<file path="src/rtl/shift_register_universal.sv">
// Universal shift register: hold, parallel load, logical/arithmetic shifts,
// rotates and synchronous clear, chosen per cycle by a 3-bit mode code.
// A saturating shift counter and a one-cycle done pulse support use as a
// serializer/deserializer front end (load, shift WIDTH times, done).
module shift_register_universal #(
    parameter  int WIDTH = 8,
    localparam int CW    = $clog2(WIDTH + 1)
) (
    input  logic             clk,
    input  logic             reset,
    input  logic             en,
    input  logic [2:0]       mode,
    input  logic [WIDTH-1:0] Din,
    input  logic             Din_serie_l,
    input  logic             Din_serie_r,
    output logic [WIDTH-1:0] Dout,
    output logic             Sout_l,
    output logic             Sout_r,
    output logic [CW-1:0]    shift_cnt,
    output logic             done
);

    localparam logic [2:0] MODE_HOLD = 3'b000;
    localparam logic [2:0] MODE_LOAD = 3'b001;
    localparam logic [2:0] MODE_SHL  = 3'b010;
    localparam logic [2:0] MODE_SHR  = 3'b011;
    localparam logic [2:0] MODE_ROL  = 3'b100;
    localparam logic [2:0] MODE_ROR  = 3'b101;
    localparam logic [2:0] MODE_ASR  = 3'b110;
    localparam logic [2:0] MODE_CLR  = 3'b111;

    localparam logic [CW-1:0] CNT_FULL = CW'(WIDTH);
    localparam logic [CW-1:0] CNT_LAST = CW'(WIDTH - 1);

    logic [WIDTH-1:0] dout_reg, dout_next;
    logic [CW-1:0]    cnt_reg, cnt_next;
    logic             done_reg, done_next;
    logic             is_shift;

    // Next-state decode: data path per mode, then the shared counter/done update
    always_comb begin
        dout_next = dout_reg;
        cnt_next  = cnt_reg;
        done_next = 1'b0;
        is_shift  = 1'b0;
        if (en) begin
            case (mode)
                MODE_HOLD: dout_next = dout_reg;
                MODE_LOAD: begin
                    dout_next = Din;
                    cnt_next  = '0;
                end
                MODE_SHL: begin
                    dout_next = {dout_reg[WIDTH-2:0], Din_serie_l};
                    is_shift  = 1'b1;
                end
                MODE_SHR: begin
                    dout_next = {Din_serie_r, dout_reg[WIDTH-1:1]};
                    is_shift  = 1'b1;
                end
                MODE_ROL: begin
                    dout_next = {dout_reg[WIDTH-2:0], dout_reg[WIDTH-1]};
                    is_shift  = 1'b1;
                end
                MODE_ROR: begin
                    dout_next = {dout_reg[0], dout_reg[WIDTH-1:1]};
                    is_shift  = 1'b1;
                end
                MODE_ASR: begin
                    dout_next = {dout_reg[WIDTH-1], dout_reg[WIDTH-1:1]};
                    is_shift  = 1'b1;
                end
                MODE_CLR: begin
                    dout_next = '0;
                    cnt_next  = '0;
                end
                default: dout_next = dout_reg;
            endcase
            // Counter saturates at WIDTH; done marks only the WIDTH-1 -> WIDTH step,
            // so a saturated counter never re-triggers it.
            if (is_shift && (cnt_reg != CNT_FULL)) begin
                cnt_next  = cnt_reg + 1'b1;
                done_next = (cnt_reg == CNT_LAST);
            end
        end
    end

    // State registers with asynchronous active-low reset
    always_ff @(posedge clk or negedge reset) begin
        if (!reset) begin
            dout_reg <= '0;
            cnt_reg  <= '0;
            done_reg <= 1'b0;
        end else begin
            dout_reg <= dout_next;
            cnt_reg  <= cnt_next;
            done_reg <= done_next;
        end
    end

    assign Dout      = dout_reg;
    assign Sout_l    = dout_reg[WIDTH-1];
    assign Sout_r    = dout_reg[0];
    assign shift_cnt = cnt_reg;
    assign done      = done_reg;

endmodule

</file>
<file path="config.mk">
export PLATFORM = sky130hd
export DESIGN_NAME = shift_register_universal
export DESIGN_NICKNAME = d
export VERILOG_FILES = /design/src/rtl/shift_register_universal.sv
export SDC_FILE = /design/constraint.sdc
export NUM_CORES = 1
export LEC_CHECK = 0
export CORE_MARGIN = 2
export CORE_UTILIZATION = 40
export DETAILED_ROUTE_END_ITERATION = 10
export PLACE_DENSITY = 0.76
export SLEW_MARGIN = 20
export SYNTH_ARGS = -nofsm -noshare
export SYNTH_HDL_FRONTEND = slang
export SYNTH_SLANG_ARGS = --single-unit
</file>
<file path="constraint.sdc">
create_clock -name clk -period 1.2 [get_ports clk]
set_input_delay 0.24 -clock clk [delete_from_list [all_inputs] [get_ports clk]]
set_output_delay 0.24 -clock clk [all_outputs]
set_load 0.05 [all_outputs]
</file>
# [Yosys cells after proc, flatten, opt, wreduce, memory -nomap -nowiden]
# Cells that the tools add are included.
[classes] n_eq_ne=9 mux=7 n_addsub=1 n_reduce_logical=8 n_bitwise=2
[op_table] cell="case mux 8 bit (7 select lines)" n=1
[op_table] cell="equality test 3 bit, second input constant" n=4
[op_table] cell="2-to-1 mux 4 bit" n=2
[op_table] cell="equality test 3 x 2 -> 1 bit, second input constant" n=2
[op_table] cell="OR reduction 5 bit" n=1
[op_table] cell="adder 4 x 1 -> 4 bit, second input constant" n=1
[op_table] cell="equality test 4 x 3 -> 1 bit, second input constant" n=1
[op_table] cell="2-to-1 mux 1 bit" n=4
[op_table] cell="!= test 4 bit, second input constant" n=1
[op_table] cell="AND reduction 2 bit" n=2
[op_table] cell="equality test 3 x 1 -> 1 bit, second input constant" n=1
[op_table] cell="logical NOT 3 bit" n=1
[op_table] cell="AND reduction 3 bit" n=1
[op_table] cell="NOT 1 bit" n=2
[op_table] cell="nonzero test 2 bit" n=1
[op_table] cell="OR reduction 2 bit" n=1
[op_table] cell="logical AND 1 bit" n=1
[word_totals] inputBits=16 wordCells=31 reg_bits=13

# [Logic depth before layout (Yosys ltp)]
# Gate-level depths: netlist of the first run.
[depth] word_depth=7 depth_mapped=6 depth_no_buf=6

# [Worst setup path before layout of the first run]
# No wires, ideal clock.
[synth_timing] path_kind="register to register" startpoint="register cnt_reg[0] (netlist: shift_cnt[0])" endpoint="register cnt_reg[3] (netlist: shift_cnt[3])" setup_ns=0.124 path_buffers=0 path_stages_with_launch=7 arrival_ns=1.655 path_slack_ns=-0.579 synth_period_minus_slack_ns=1.779 cell_sequence="dfrtp_1 inv_1 ha_1 nand3b_1 a22o_1 o21ai_1 a211o_1"
[synth_between] elab_chain_cells=4 word_cells_on_any_way=6 cone_classes="add/sub (1); eq/ne (1); mux (1); reduce/logical (3)"
[synth_rtl] element="start: declaration" line_no="36" text="logic [CW-1:0] cnt_reg, cnt_next;"
[synth_rtl] element="start signal: assignment" line_no="96" text="cnt_reg <= cnt_next;"
[synth_rtl] element="branches (longest 4 deep; another with adder 4 x 1 -> 4 bit)"
# Parallel ways; which one is timed is not known.
# A chain may end at the register's enable or synchronous reset.

# [Worst setup path after layout of the first run]
# Same ends and word-level chain as after synthesis.

==> results of run 1 <==
-- cell type report --
| type | count | area [um^2] |
|---|---|---|
| clock buffer | 4 | 26.3 |
| timing repair buffer | 76 | 865 |
| inverter | 10 | 37.5 |
| fill | 113 | 353 |
| sequential | 13 | 340 |
| multi-input combinational | 70 | 577 |
| tap | 28 | 35.0 |
-- synth_stat cells, types with 3 or more instances --
| library cell | number | area (um^2) |
|---|---|---|
| nand3_1 | 3 | 15.0 |
| nor2_1 | 3 | 11.3 |
| o21ai_1 | 3 | 15.0 |
| a32oi_1 | 6 | 52.6 |
| maj3_2 | 3 | 33.8 |
| maj3_1 | 3 | 30.0 |
| nand2_1 | 12 | 45.0 |
| dfrtp_1 | 13 | 325 |
| buf_6 | 4 | 45.0 |
| buf_4 | 3 | 22.5 |
| a2bb2oi_1 | 6 | 52.6 |
| inv_1 | 9 | 33.8 |
-- power breakdown --
| group | total (uW) | internal, uW | switching (uW) | leakage (uW) |
|---|---|---|---|---|
| registers | 682 | 571 | 111 | 0.000143 |
| clock network | 304 | 130 | 175 | 0.0000150 |
| logic | 2340 | 1220 | 1120 | 0.000692 |
-- worst min path at each step --
stage	from	end	slack, ps	cells past startpoint
finish	reset	Dout[3]	250	2
global route	reset	Dout[3]	270	2
CTS	reset	Dout[3]	250	2
detailed placement	Dout[2]	Dout[2]	540	2
global placement	Dout[0]	Dout[0]	520	2
floorplan	reset	Dout[0]	-60	0
-- per-layer routing --
metal / wire [um] / global-route usage [%] / share of wire [%]
met3: 240 / 6.00 / 6.6
met1: 1500 / 33.5 / 41
met2: 1760 / 42.3 / 48
met4: 147 / 21.4 / 4.0
met5: 0 / 0 / 0
-- cell families (layout without fill, tap and decap cells) --
logic type	after synthesis	in the layout	share of synthesized area (%)
DFF	13	13	34.3
xor gates and xnor gates	3	3	2.77
adders and majority gates	8	8	9.37
muxes	2	2	2.24
buffers and inverters	19	90	12.0
and+or+nand+nor	27	27	14.6
AOI/OAI and AO/OA	30	30	24.7
-- what timing repair did --
item,in CTS,in global routing
gates resized for setup,15,22
pin swaps,10,9
setup endpoints to repair,26,24
setup buffers,15,7
-- per-stage QoR --
step	setup WS, ps	cell area [um^2]	utilization (%)	hold WS (ps)	TNS, ps
5_1_grt	-272	1880	84.2	275	-2000
2_1_floorplan	-331	975	-	-55.6	-1560
6_report	-218	1880	84.2	247	-1280
3_5_place_dp	-623	1590	71.3	542	-7030
4_1_cts	-235	1760	79.0	250	-1720
3_3_place_gp	-499	1590	71.3	518	-6090
-- worst max-delay path, cell delays in order (launching register included) --
cell	delay, ps
dfrtp_2	420
inv_2	90
ha_4	120
nand3b_1	100
buf_4	170
nand3_2	80
nor2_1	60
a211o_1	270
==> impl_results.md, run 1 <==
* Total global-route track usage at 27.7%
* Final Cycle Share at 118%
* Hold Buf Count CTS at 0
* CP Max Fanout at 3
* Core box area at 0.00223 mm^2
* Htree depth at 1
* Most frequent cells in the layout: 30 x buf_4, 17 x buf_12, 13 x buf_6
* Slew HR at 73.7%
* Post-route DRC violation count at 0
* Avg Cell Area, Syn at 9.30 um^2
* Finished Layout Cells at 201
* Clk_skew at 14.0 ps
* IO Port Bufs at 30
* R2R Setup Slk at -220 ps
* Hold/Removal Path Class: in2async
* Cell area after synthesis at 948 um^2
* CTS tree: built
* Via-per-instance ratio at 5.62
* Pwr dens at 1770 mW/mm^2
* Final total power at 3320 uW
* Die Area at 0.00278 mm^2
* Synth Warn # at 0
* Max FFs per register at 8
* Worst setup path endpoint: shift_cnt[3]
* Failing checks: setup timing
* Initial Utilization at 42.5%
* Register area share after synthesis at 34.3%
* Wire per inst at 18.2 um
* Count of pins over their slew limit at 0
* Syn nets at 120
* Min Tclk post-route at 1420 ps
* Worst Path Required at 1380 ps
* Clock sink count at 13
* Root buffer cell: clkbuf_4
* Placed insts at 177
* Worst-case clock buffer depth at 2
* Pleak at 0.000850 uW
* Mapped Cells at 102
* Largest net degree at the start of global routing at 14
* R2R cell count at 7
* Peak Freq at 705 MHz
* First-pass GRT wire length at 5.41 mm
* Asr flop ratio synth at 100%
* DRT antenna net count at 0
* FP Rows at 17
* TritonCTS Buffers at 3
* Post-synth EDFFs at 0
* Final worst slack at -218 ps
* Seq cells post-synth at 13
* RSZ-0062 raised after global routing: true
* Total grt overflow at 0
* Initial DRC count at 32
* Clk_lat worst skew at 300 ps
* Post-DP HPWL at 2.16 mm
* Reg-to-reg endpoint: shift_cnt[3]
* Startpoint Class: flop
* Area growth from synthesis to layout at 98.3%
* Final Hold Viols at 0
* WS Path Type: reg2reg
* Worst Path Arrival at 1590 ps
* Nets@finish at 192
* Setup-failing EPs final at 18
* Primary FF master, synth: dfrtp_1
* CTS clk-pin slew, worst paths at 100 ps
* Reg2Reg Launch Point: shift_cnt[0]
* Share of post-route cells with drive strength above 1 at 61.8%
* Worst setup startpoint: shift_cnt[0]
* Die height at 52.7 um
* Vias in the first global route at 1126
* Routed via count at 1130
* ANT cells at 0
* I/O Pins at 31
* Initial antenna violation count at 0
* Die X at 52.7 um
* Drt pass-1 iters at 4
* Placer Congestion at 0.829
* Status: finished, violations left
* Most common cell after layout, fill and taps aside: buf_4
* Maxcap violations at 0
* Worst vdd ir at 1.74 mV
* Crit path capture type: flop
* Total wire length at 3.65 mm
* Pin slew with the least headroom to its limit at 394 ps
* Netlist cell types at 40
Power figures use the tool's default switching activity.
==> run 2, diff against run 1 <==
--- a/config.mk
+++ b/config.mk
@@ -9,7 +9,6 @@
 export CORE_UTILIZATION = 40
 export DETAILED_ROUTE_END_ITERATION = 10
 export PLACE_DENSITY = 0.76
-export SLEW_MARGIN = 20
 export SYNTH_ARGS = -nofsm -noshare
 export SYNTH_HDL_FRONTEND = slang
 export SYNTH_SLANG_ARGS = --single-unit
==> results of run 2 <==
Same layout as run 1: the final DEF is identical, and so are final timing and power.
==> run 3, diff against run 2 <==
--- a/config.mk
+++ b/config.mk
@@ -9,6 +9,7 @@
 export CORE_UTILIZATION = 40
 export DETAILED_ROUTE_END_ITERATION = 10
 export PLACE_DENSITY = 0.76
+export SKIP_CTS_REPAIR_TIMING = 1
 export SYNTH_ARGS = -nofsm -noshare
 export SYNTH_HDL_FRONTEND = slang
 export SYNTH_SLANG_ARGS = --single-unit
==> run 3 against run 2 <==
  * Global-route usage is 4.3 points lower
  * Clock skew is 4.0 ps lower
  * Critical path type unchanged
  * The flow still finishes with violations (setup timing)
  * Sequential power hardly changed
  * First-iteration DRC count is 22% higher
  * Largest cell class unchanged
  * Worst hold slack worse by 9.6 ps
  * Worst setup slack worse by 55 ps
  * Maximum frequency is 3.8% lower
  * Die area stayed put
==> impl_results.md, run 3 (synthesis gave the netlist of run 1 again) <==
* Slew HR at 76.7%
* Failing checks: setup timing
* Wire per inst at 17.2 um
* Startpoint Class: flop
* R2R Setup Slk at -270 ps
* Worst vdd ir at 1.33 mV
* CTS clk-pin slew, worst paths at 100 ps
* Core box area at 0.00223 mm^2
* Clock sink count at 13
* Final worst slack at -274 ps
* Die X at 52.7 um
* Vias in the first global route at 969
* Finished Layout Cells at 194
* I/O Pins at 31
* Worst-case clock buffer depth at 2
* Crit path capture type: flop
* Worst Path Required at 1390 ps
* Share of post-route cells with drive strength above 1 at 58.4%
* Post-DP HPWL at 2.16 mm
* Maxcap violations at 0
* Min Tclk post-route at 1470 ps
* Most frequent cells in the layout: 29 x buf_4, 17 x buf_12, 13 x clkdlybuf4s50_1
* Power share of the clock group at 9.7%
* FILL cells at 138
* Most common cell after layout, fill and taps aside: buf_4
* Worst Path Arrival at 1660 ps
* Max FFs per register at 8
* CTS tree: built
* Clk_lat worst skew at 310 ps
* Worst slack, placed at -623 ps
* Sequential share of power at 21.4%
* Drt pass-1 iters at 4
* Total grt overflow at 0
* Status: finished, violations left
* R2R cell count at 7
* Final Hold Viols at 0
* DRT antenna net count at 0
* Placer Congestion at 0.829
* Via-per-instance ratio at 5.72
* Hold/Removal Path Class: in2async
* RSZ-0062 raised after global routing: true
* First-pass GRT wire length at 4.64 mm
* ANT cells at 0
* Initial antenna violation count at 0
* Clk_skew at 10.0 ps
* CP Max Fanout at 4
* Htree depth at 1
* Die height at 52.7 um
* IO Port Bufs at 30
* Total wire length at 3.34 mm
* Largest net degree at the start of global routing at 20
* Placed insts at 177
* FP Rows at 17
* Pwr dens at 1750 mW/mm^2
* Routed via count at 1110
* Total global-route track usage at 23.4%
* P_sw at 1360 uW
* Pleak at 0.000814 uW
* Die Area at 0.00278 mm^2
* Initial DRC count at 39
* Reg2Reg Launch Point: shift_cnt[0]
* Count of pins over their slew limit at 0
* Sw Ratio at 42.9%
* Reg-to-reg endpoint: shift_cnt[0]
* TritonCTS Buffers at 3
* Root buffer cell: clkbuf_4
* Final Cycle Share at 123%
* Area growth from synthesis to layout at 91.3%
* Comb power frac at 68.9%
* WS Path Type: reg2reg
* Peak Freq at 679 MHz
* Nets@finish at 185
* Setup-failing EPs final at 23
* Pin slew with the least headroom to its limit at 348 ps
* Post-route DRC violation count at 0
* Initial Utilization at 42.5%
* Internal power at 1810 uW
## run 3: how the worst max path moves through the flow
stage	from	endpoint	slack [ps]	depth (start not counted)
2_1_floorplan	shift_cnt[0]	shift_cnt[0]	-330	6
3_3_place_gp	mode[2]	Dout[5]	-500	5
3_5_place_dp	mode[2]	Dout[4]	-620	6
4_1_cts	mode[2]	Dout[4]	-310	6
5_1_grt	shift_cnt[0]	shift_cnt[3]	-290	7
6_report	shift_cnt[0]	shift_cnt[0]	-270	7
## run 3: final cells by class
class	count	area (um^2)	area share (%)
well taps	28	35.0	1.93
repair buffers	69	803	44.3
flip-flops and latches	13	340	18.8
clock buffers	4	26.3	1.45
multi-input cells	70	572	31.5
inverters	10	37.5	2.07
## run 3: metrics by stage
step                hold WS (ps)  area, um^2  TNS, ps  power (uW)  utilization (%)
floorplan                  -55.6         975    -1560        1610                -
global placement             518        1590    -6090        2520             71.3
detailed placement           542        1590    -7030        2580             71.3
CTS                          250        1620    -3770        2880             72.4
global route                 269        1810    -3430        3300             81.2
finish                       238        1810    -2810        3180             81.2
## run 3: critical path: stages, from the launching register on
cell      delay, ps
dfrtp_2         410
inv_2            90
ha_4            120
nand3b_1        150
buf_4           190
nand4_4          90
inv_2            70
mux2_4          250
## run 3: metal layers
metal | vias to the layer above | GRT usage [%] | part of all wire [%]
met5 | - | 0 | 0
met2 | 58 | 35.4 | 48
met3 | 11 | 5.43 | 6.8
met4 | 0 | 12.8 | 2.5
met1 | 547 | 30.6 | 43
li1 | 494 | - | -
## run 3: power by group through the flow
stage | clock, uW | sequential [uW] | combinational [uW]
after floorplan | 0 | 1100 | 511
after global placement | 0 | 665 | 1850
after detailed placement | 0 | 677 | 1900
after CTS | 304 | 668 | 1900
after global routing | 330 | 691 | 2280
final | 309 | 679 | 2190
